===== src/rtl/eq_gain_scheduler.sv =====
// EQ gain scheduler: holds per-band target and applied gains and ramps one band
// by one step per frame tick, issuing each step to the DSP over valid/ready.
module eq_gain_scheduler #(
  parameter int NBAND    = 7,
  parameter int GAIN_W   = 16,
  parameter int GAIN_MAX = 12,
  parameter int GAIN_MIN = -11
) (
  input  logic                     i_clk,
  input  logic                     i_rst_n,
  input  logic                     i_tgt_we,
  input  logic [2:0]               i_tgt_band,
  input  logic signed [GAIN_W-1:0] i_tgt_gain,
  input  logic                     i_clear,
  input  logic                     i_frame,
  output logic                     o_wr_valid,
  output logic [2:0]               o_wr_band,
  output logic signed [GAIN_W-1:0] o_wr_gain,
  input  logic                     i_wr_ready,
  output logic                     o_busy,
  output logic [NBAND-1:0]         o_pending
);
  // state   | meaning
  // S_IDLE  | waiting for an accepted frame tick
  // S_SCAN  | walking bands from rr, one per cycle, looking for cur != tgt
  // S_ISSUE | holding one step write until the DSP accepts it
  typedef enum logic [1:0] {S_IDLE, S_SCAN, S_ISSUE} state_t;

  localparam int BW = 3;
  localparam logic [BW-1:0]        LAST  = BW'(NBAND - 1);
  localparam logic signed [GAIN_W-1:0] G_MAX = GAIN_W'(GAIN_MAX);
  localparam logic signed [GAIN_W-1:0] G_MIN = GAIN_W'(GAIN_MIN);
  localparam logic signed [GAIN_W-1:0] G_ONE = GAIN_W'(1);

  state_t                   state, state_d;
  logic [BW-1:0]            rr, rr_d, idx, idx_d, cnt, cnt_d, band_d;
  logic signed [GAIN_W-1:0] gain_d, tgt_clamped, cur_sel, tgt_sel;
  logic                     valid_d, frame_acc, commit;
  logic signed [GAIN_W-1:0] tgt [NBAND];
  logic signed [GAIN_W-1:0] cur [NBAND];

  function automatic logic [BW-1:0] nxt(input logic [BW-1:0] b);
    return (b == LAST) ? '0 : b + 1'b1;
  endfunction

  assign tgt_clamped = (i_tgt_gain > G_MAX) ? G_MAX :
                       (i_tgt_gain < G_MIN) ? G_MIN : i_tgt_gain;

  for (genvar b = 0; b < NBAND; b++) begin : g_pend
    assign o_pending[b] = (cur[b] != tgt[b]);
  end
  assign o_busy = |o_pending;

  always_comb begin
    cur_sel = cur[idx];
    tgt_sel = tgt[idx];
    state_d = state;
    rr_d    = rr;
    idx_d   = idx;
    cnt_d   = cnt;
    valid_d = o_wr_valid;
    band_d  = o_wr_band;
    gain_d  = o_wr_gain;
    commit  = 1'b0;
    case (state)
      S_IDLE: begin
        if (frame_acc) begin
          state_d = S_SCAN;
          idx_d   = rr;
          cnt_d   = '0;
        end
      end
      S_SCAN: begin
        if (cur_sel != tgt_sel) begin
          valid_d = 1'b1;
          band_d  = idx;
          gain_d  = (tgt_sel > cur_sel) ? cur_sel + G_ONE : cur_sel - G_ONE;
          state_d = S_ISSUE;
        end else begin
          idx_d = nxt(idx);
          cnt_d = cnt + 1'b1;
          if (cnt == LAST) state_d = S_IDLE;
        end
      end
      S_ISSUE: begin
        if (i_wr_ready) begin
          commit  = 1'b1;
          valid_d = 1'b0;
          rr_d    = nxt(o_wr_band);
          state_d = S_IDLE;
        end
      end
      default: state_d = S_IDLE;
    endcase
  end

  // frame ticks are registered once, and only while idle, so busy-time ticks drop
  always_ff @(posedge i_clk or negedge i_rst_n) begin
    if (!i_rst_n) begin
      state      <= S_IDLE;
      rr         <= '0;
      idx        <= '0;
      cnt        <= '0;
      frame_acc  <= 1'b0;
      o_wr_valid <= 1'b0;
      o_wr_band  <= '0;
      o_wr_gain  <= '0;
    end else begin
      state      <= state_d;
      rr         <= rr_d;
      idx        <= idx_d;
      cnt        <= cnt_d;
      frame_acc  <= i_frame && (state == S_IDLE) && !frame_acc;
      o_wr_valid <= valid_d;
      o_wr_band  <= band_d;
      o_wr_gain  <= gain_d;
    end
  end

  always_ff @(posedge i_clk or negedge i_rst_n) begin
    if (!i_rst_n) begin
      for (int b = 0; b < NBAND; b++) begin
        tgt[b] <= '0;
        cur[b] <= '0;
      end
    end else begin
      if (i_clear) begin
        for (int b = 0; b < NBAND; b++) tgt[b] <= '0;
      end else if (i_tgt_we && ({1'b0, i_tgt_band} < 4'(NBAND))) begin
        tgt[i_tgt_band] <= tgt_clamped;
      end
      if (commit) cur[o_wr_band] <= o_wr_gain;
    end
  end
endmodule


===== config.mk =====
export PLATFORM = sky130hd
export DESIGN_NAME = eq_gain_scheduler
export DESIGN_NICKNAME = d
export VERILOG_FILES = /design/src/rtl/eq_gain_scheduler.sv
export SDC_FILE = /design/constraint.sdc
export NUM_CORES = 1
export LEC_CHECK = 0
export ABC_AREA = 1
export CAP_MARGIN = 10
export CORE_MARGIN = 8
export CORE_UTILIZATION = 60
export CTS_BUF_LIST = sky130_fd_sc_hd__clkbuf_16
export DETAILED_ROUTE_END_ITERATION = 10
export PLACE_DENSITY = 0.76
export SETUP_SLACK_MARGIN = 0.15
export SYNTH_ARGS = -nofsm -noshare
export SYNTH_HDL_FRONTEND = slang
export SYNTH_SLANG_ARGS = --single-unit

===== constraint.sdc =====
create_clock -name i_clk -period 6.9 [get_ports i_clk]
set_input_delay 1.035 -clock i_clk [delete_from_list [all_inputs] [get_ports i_clk]]
set_output_delay 1.035 -clock i_clk [all_outputs]
set_load 0.05 [all_outputs]

; ---- After elaboration in Yosys (flattened, before gate mapping)
; Index checks and enable logic that the tools add are counted.
[word_totals]
ff_bits = 256
latchBits = 0
ram_bits = 0
romBits = 0
in_bits = 25
out_inout_bits = 28
wordCells = 108
n_memories = 0
[op_classes]
addsub = 5
mul = 0
div = 0
magnitude_cmp = 9
n_eq_ne = 18
n_shift = 0
n_mux = 35
n_bitwise = 3
reduce_logical = 16
[op_table]
columns = operator, n
row1 = $bwmux W112, 2
row2 = $mux W112, 2
row3 = $mux W16, 9
row4 = $ne A16 B16 Y1, 8
row5 = $bmux W16 S3, 2
row6 = $demux W16 S3, 2
row7 = $mux W3, 6
row8 = $add A16 B2 Y16 const B, 1
row9 = $gt A16 B16 Y1, 1
row10 = $gt A16 B5 Y1 const B, 1
row11 = $lt A16 B5 Y1 const B, 1
row12 = $sub A16 B2 Y16 const B, 1
row13 = $ge A4 B4 Y1 const B, 3
row14 = $not A3 Y4, 3
row15 = $pmux W3 S2, 2
row16 = $add A3 B1 Y3 const B, 3
row17 = $eq A3 B3 Y1 const B, 3
row18 = $reduce_and A3 Y1, 3
row19 = $lt A4 B1 Y1 const B, 2
row20 = $mux W2, 4
row21 = $ne A2 B2 Y1 const B, 4
row22 = $reduce_or A7 Y1, 1
row23 = $pmux W2 S3, 1
row24 = $reduce_bool A2 Y1, 3
row25 = other kinds (10), 18

; ---- Logic depth before layout (Yosys ltp)
[depth]
depth_word = 8
mapped_depth = 32
mapped_depth_nobuf = 31

; ---- Least setup slack after synthesis
; OpenSTA, ideal clock, no wires.
[synth_timing]
kind = register -> register
startpoint = reg idx[2]
endpoint = reg o_wr_gain[12]
setup_ns = 0.124
arrival_time_ns = 3.996
t_required_ns = 6.776
path_slack_ns = 2.780
stages_incl_launch_ff = 24
n_path_buf = 3
path_cell_list = dfrtp_1 -> buf_4 -> inv_2 -> clkbuf_1 -> buf_1 -> nand2_1 -> nand2_1 -> inv_1 -> ha_1 -> nand2_1 -> nor2_1 -> inv_1 -> nor3_2 -> inv_2 -> nand3_1 -> inv_1 -> fa_1 -> o21ai_1 -> a21oi_1 -> o21bai_1 -> a21boi_1 -> or2_1 -> nand3_1 -> o21ai_1
[synth_via]
elab_chain_cells = 6
elab_cells_between_ends = 13
[synth_lines]
columns = item, line
row1 = from (decl), 36  ; logic [BW-1:0] rr, rr_d, idx, idx_d, cnt, cnt_d, band_d;
row2 = from (signal assigned), 111  ; idx <= idx_d;
row3 = $not A3 Y4 (not written as such) (*), "55, 56"
row4 = $bmux W16 S3 (on tied branches), "55, 56"
row5 = $mux W16 (on tied branches) (2 in series), "55, 56"
row6 = $sub A16 B2 Y16 (tied with other cells), 77  ; gain_d = (tgt_sel > cur_sel) ? cur_sel + G_ONE : cur_sel - G_ONE;
row7 = $mux W16 or $reduce_and A2 Y1 (tied branches), --
row8 = to (signal assigned), 116  ; o_wr_gain <= gain_d;
row9 = to (decl), 18  ; output logic signed [GAIN_W-1:0] o_wr_gain,
; Mark *: on every way between the ends. The rest lies on a longest branch, timed or not. The select of a mux whose other input is x is not followed.
; A chain may end at the register's enable or synchronous reset.

; ---- Final worst setup path
[layout_timing]
startpoint = reg idx[1]
endpoint = reg o_wr_gain[14]
; The elaborated chain is that of the path after synthesis.

==> impl_metrics.toml <==
[outcome]
outcome = "finished, final reports clean"

[clock_tree]
cts.clk_slew.worst_paths_ns = 0.06
cts_sinks = 256
clockRootBuffer = "clkbuf_16"
ctsHoldBuffers = 0
cts_max_path_buffers = 3
cts_setup_buffers = 0
worstSkewPairLatency_ns = 0.55
cts_buffers = 28
cts_resized = 0
cts_tree = "yes"
cts_max_level = 1

[yosys]
synth.avg_cell_area_um2 = 8.12
synth_cell_types = 48
syn-cell-area_um2 = 13900
synth_nets = 1778
yosys_register_bits = 256
synthCells = 1718
synth_async_sr_flop_share_pct = 100
yosysWarnings = 0
ys_seq_area_share_pct = 45.9
synth-edff-count = 0
synthFlopType = "dfrtp_1"

[sta]
fmax_ghz = 0.175
setup_tns_ns = 0
slew_violations = 0
rsz0062_at_grt = "no"
worst_pin_slew_ns = 1.29
relSlewSlack_pct = 13.4
fin_worst_skew_ns = 0.0262
min_period_ns = 5.71
fin_crit_sh_pct = 82.8
fin_ws_ns = 1.19
finalHoldViolations = 0
finalSetupViolations = 0

[place]
dpl.hpwl_um = 37100
dp_slack_ns = 1.44
portBuffers = 52
place.gp.congestion = 1.03
dp_cells = 1994

[cells_and_area]
fillers = 1903
final_core_util_pct = 68.4
final_common_cell = "nand2_1"
final_cell_mix = "nand2_1 (313), dfrtp_1 (255), inv_1 (209)"
drive_above_1_share_pct = 5.57
final_cells = 2043
area_delta_synth_final_pct = 11.4
antenna_cells = 0
fin_nets = 1800

[grt]
grt.total_usage_pct = 36.0
grt_max_degree = 161
antenna_found_initial = 1
overflow = 0
grt_pass1_wl_um = 77700
grt_pass1_vias = 12600

[floorplan]
core_area_um2 = 22700
io_pins = 53
initial_core_util_pct = 61.4
row_count = 55
die_x_um = 168
dieArea_um2 = 28400
fp.dieH_um = 168

[setup_path]
critical_path_required_ns = 7.33
path_class = "reg -> reg"
crit_path_max_fanout = 38
end_kind = "register"
crit_arrival_ns = 6.15
startpoint_type = "register"

[drt]
dr.first_iter.drc_count = 1733
wl_per_cell_um = 25.0
detail-route-antenna-nets = 0
drt-vias-per-instance = 6.43
first_pass_iters = 6
wl_um = 51100
vias = 13100
route.detailed.drc = 0

[flow_run]
max_cap_violations = 0

[hold_path]
hp-class = "reg -> reg"

[pwr]
power_density_nw_per_um2 = 598
cellLeakagePower_nw = 7.20
ir_drop_mv = 0.539
-- registers in the layout (all words and copies together) (netlist names) --
name,count
o_wr_gain,16
o_wr_valid,1
state,2
tgt,112
rr,3
cnt,3
idx,3
cur,112
frame_acc,1
o_wr_band,3
-- routing by layer --
layer	vias up	part of all wire [%]	GRT usage, %
li1	5833	-	-
met1	6261	39	47.7
met2	834	43	53.5
met3	216	10	7.44
met4	2	6.9	22.7
met5	-	0.023	0
-- final timing paths --
path	startpoint	endpoint	slack, ns	cells past startpoint
min reg2reg	frame_acc	frame_acc	0.44	1
max reg2reg	idx[1]	o_wr_gain[14]	1.19	20
max in group asynchronous	i_rst_n	o_wr_gain[13]	4.94	2
min in group asynchronous	i_rst_n	tgt[85]	0.50	1
max	idx[1]	o_wr_gain[14]	1.19	20
min	frame_acc	frame_acc	0.44	1
-- cell usage after synthesis (2+ instances only) --
cell type    n  area [um^2]
a21o_1       3         22.5
a22oi_1     11         82.6
buf_4        3         22.5
inv_1      201          754
clkinv_1     2         7.51
nor2_1     101          379
nand4_1     19          119
buf_1        3         11.3
clkbuf_1    41          154
nand2_1    313         1170
nand3_1     81          405
ha_1        34          425
nor4_1      10         62.6
xnor2_1     43          377
buf_2       32          160
a211oi_1     2         15.0
nand2_2     12         75.1
a221oi_1     7         61.3
nand3b_1     2         15.0
o211ai_1     9         67.6
a31oi_1      2         12.5
a32oi_1      7         61.3
a21oi_1     77          385
inv_2       11         41.3
nor3_2       3         30.0
o22ai_1     76          475
nor3_1      14         70.1
dfrtp_1    256         6410
or2_1        2         12.5
or2_2        5         31.3
nand3_2      2         20.0
o21bai_1     2         15.0
buf_6        2         22.5
o21ai_0    205         1030
o221ai_1    25          219
o21ai_1     41          205
o31ai_1      4         30.0
xor2_1      45          394
-- power by group --
part           switching [mW]  total (mW)  internal [mW]
Clock                   0.615        1.48          0.863
Sequential              0.494        2.34           1.84
Combinational            3.60        5.48           1.87
-- worst max-delay path, stage by stage (launching register included) --
cell and delay [ns]:
dfrtp_1 0.35, buf_4 0.43, nand2_2 0.36, inv_2 0.48, a221oi_1 0.18, a32oi_1 0.48
ha_1 0.34, a21oi_1 0.15, o21ai_0 0.10, a21oi_1 0.21, nand2_1 0.09, nand2_1 0.08
nand3_1 0.51, ha_1 0.59, a21oi_1 0.16, o21ai_1 0.11, a21oi_1 0.34, o21ai_0 0.19
or2_2 0.30, nand3_1 0.07, o21ai_1 0.06
-- final cells by class --
cell class	instances	area [um^2]	area share [%]
Timing Repair Buffer	73	696	4.48
Sequential cell	256	6410	41.2
Inverter	214	803	5.17
Clock buffer	29	726	4.67
Multi-Input combinational cell	1167	6390	41.1
Tap cell	285	357	2.30
Clock inverter	19	161	1.04
-- logic make-up (layout without fill, tap and decap cells) --
group                      after synthesis  after routing  synth area share, %
AOI/OAI and AO/OA                      477            477                 19.6
adders and majority gates               35             35                 3.19
DFF                                    256            256                 45.9
buffers and inverters                  295            335                 8.41
xor gates and xnor gates                88             88                 5.53
and+or+nand+nor                        567            567                 17.3
-- metrics by stage --
step	hold WS (ns)	cell area (um^2)	total power, mW
2_1_floorplan	0.401	13900	6.03
3_3_place_gp	0.416	14600	7.61
3_5_place_dp	0.436	14600	7.67
4_1_cts	0.443	15500	9.16
5_1_grt	0.463	15500	9.99
6_report	0.441	15500	9.29
(Power assumes the default switching activity.)
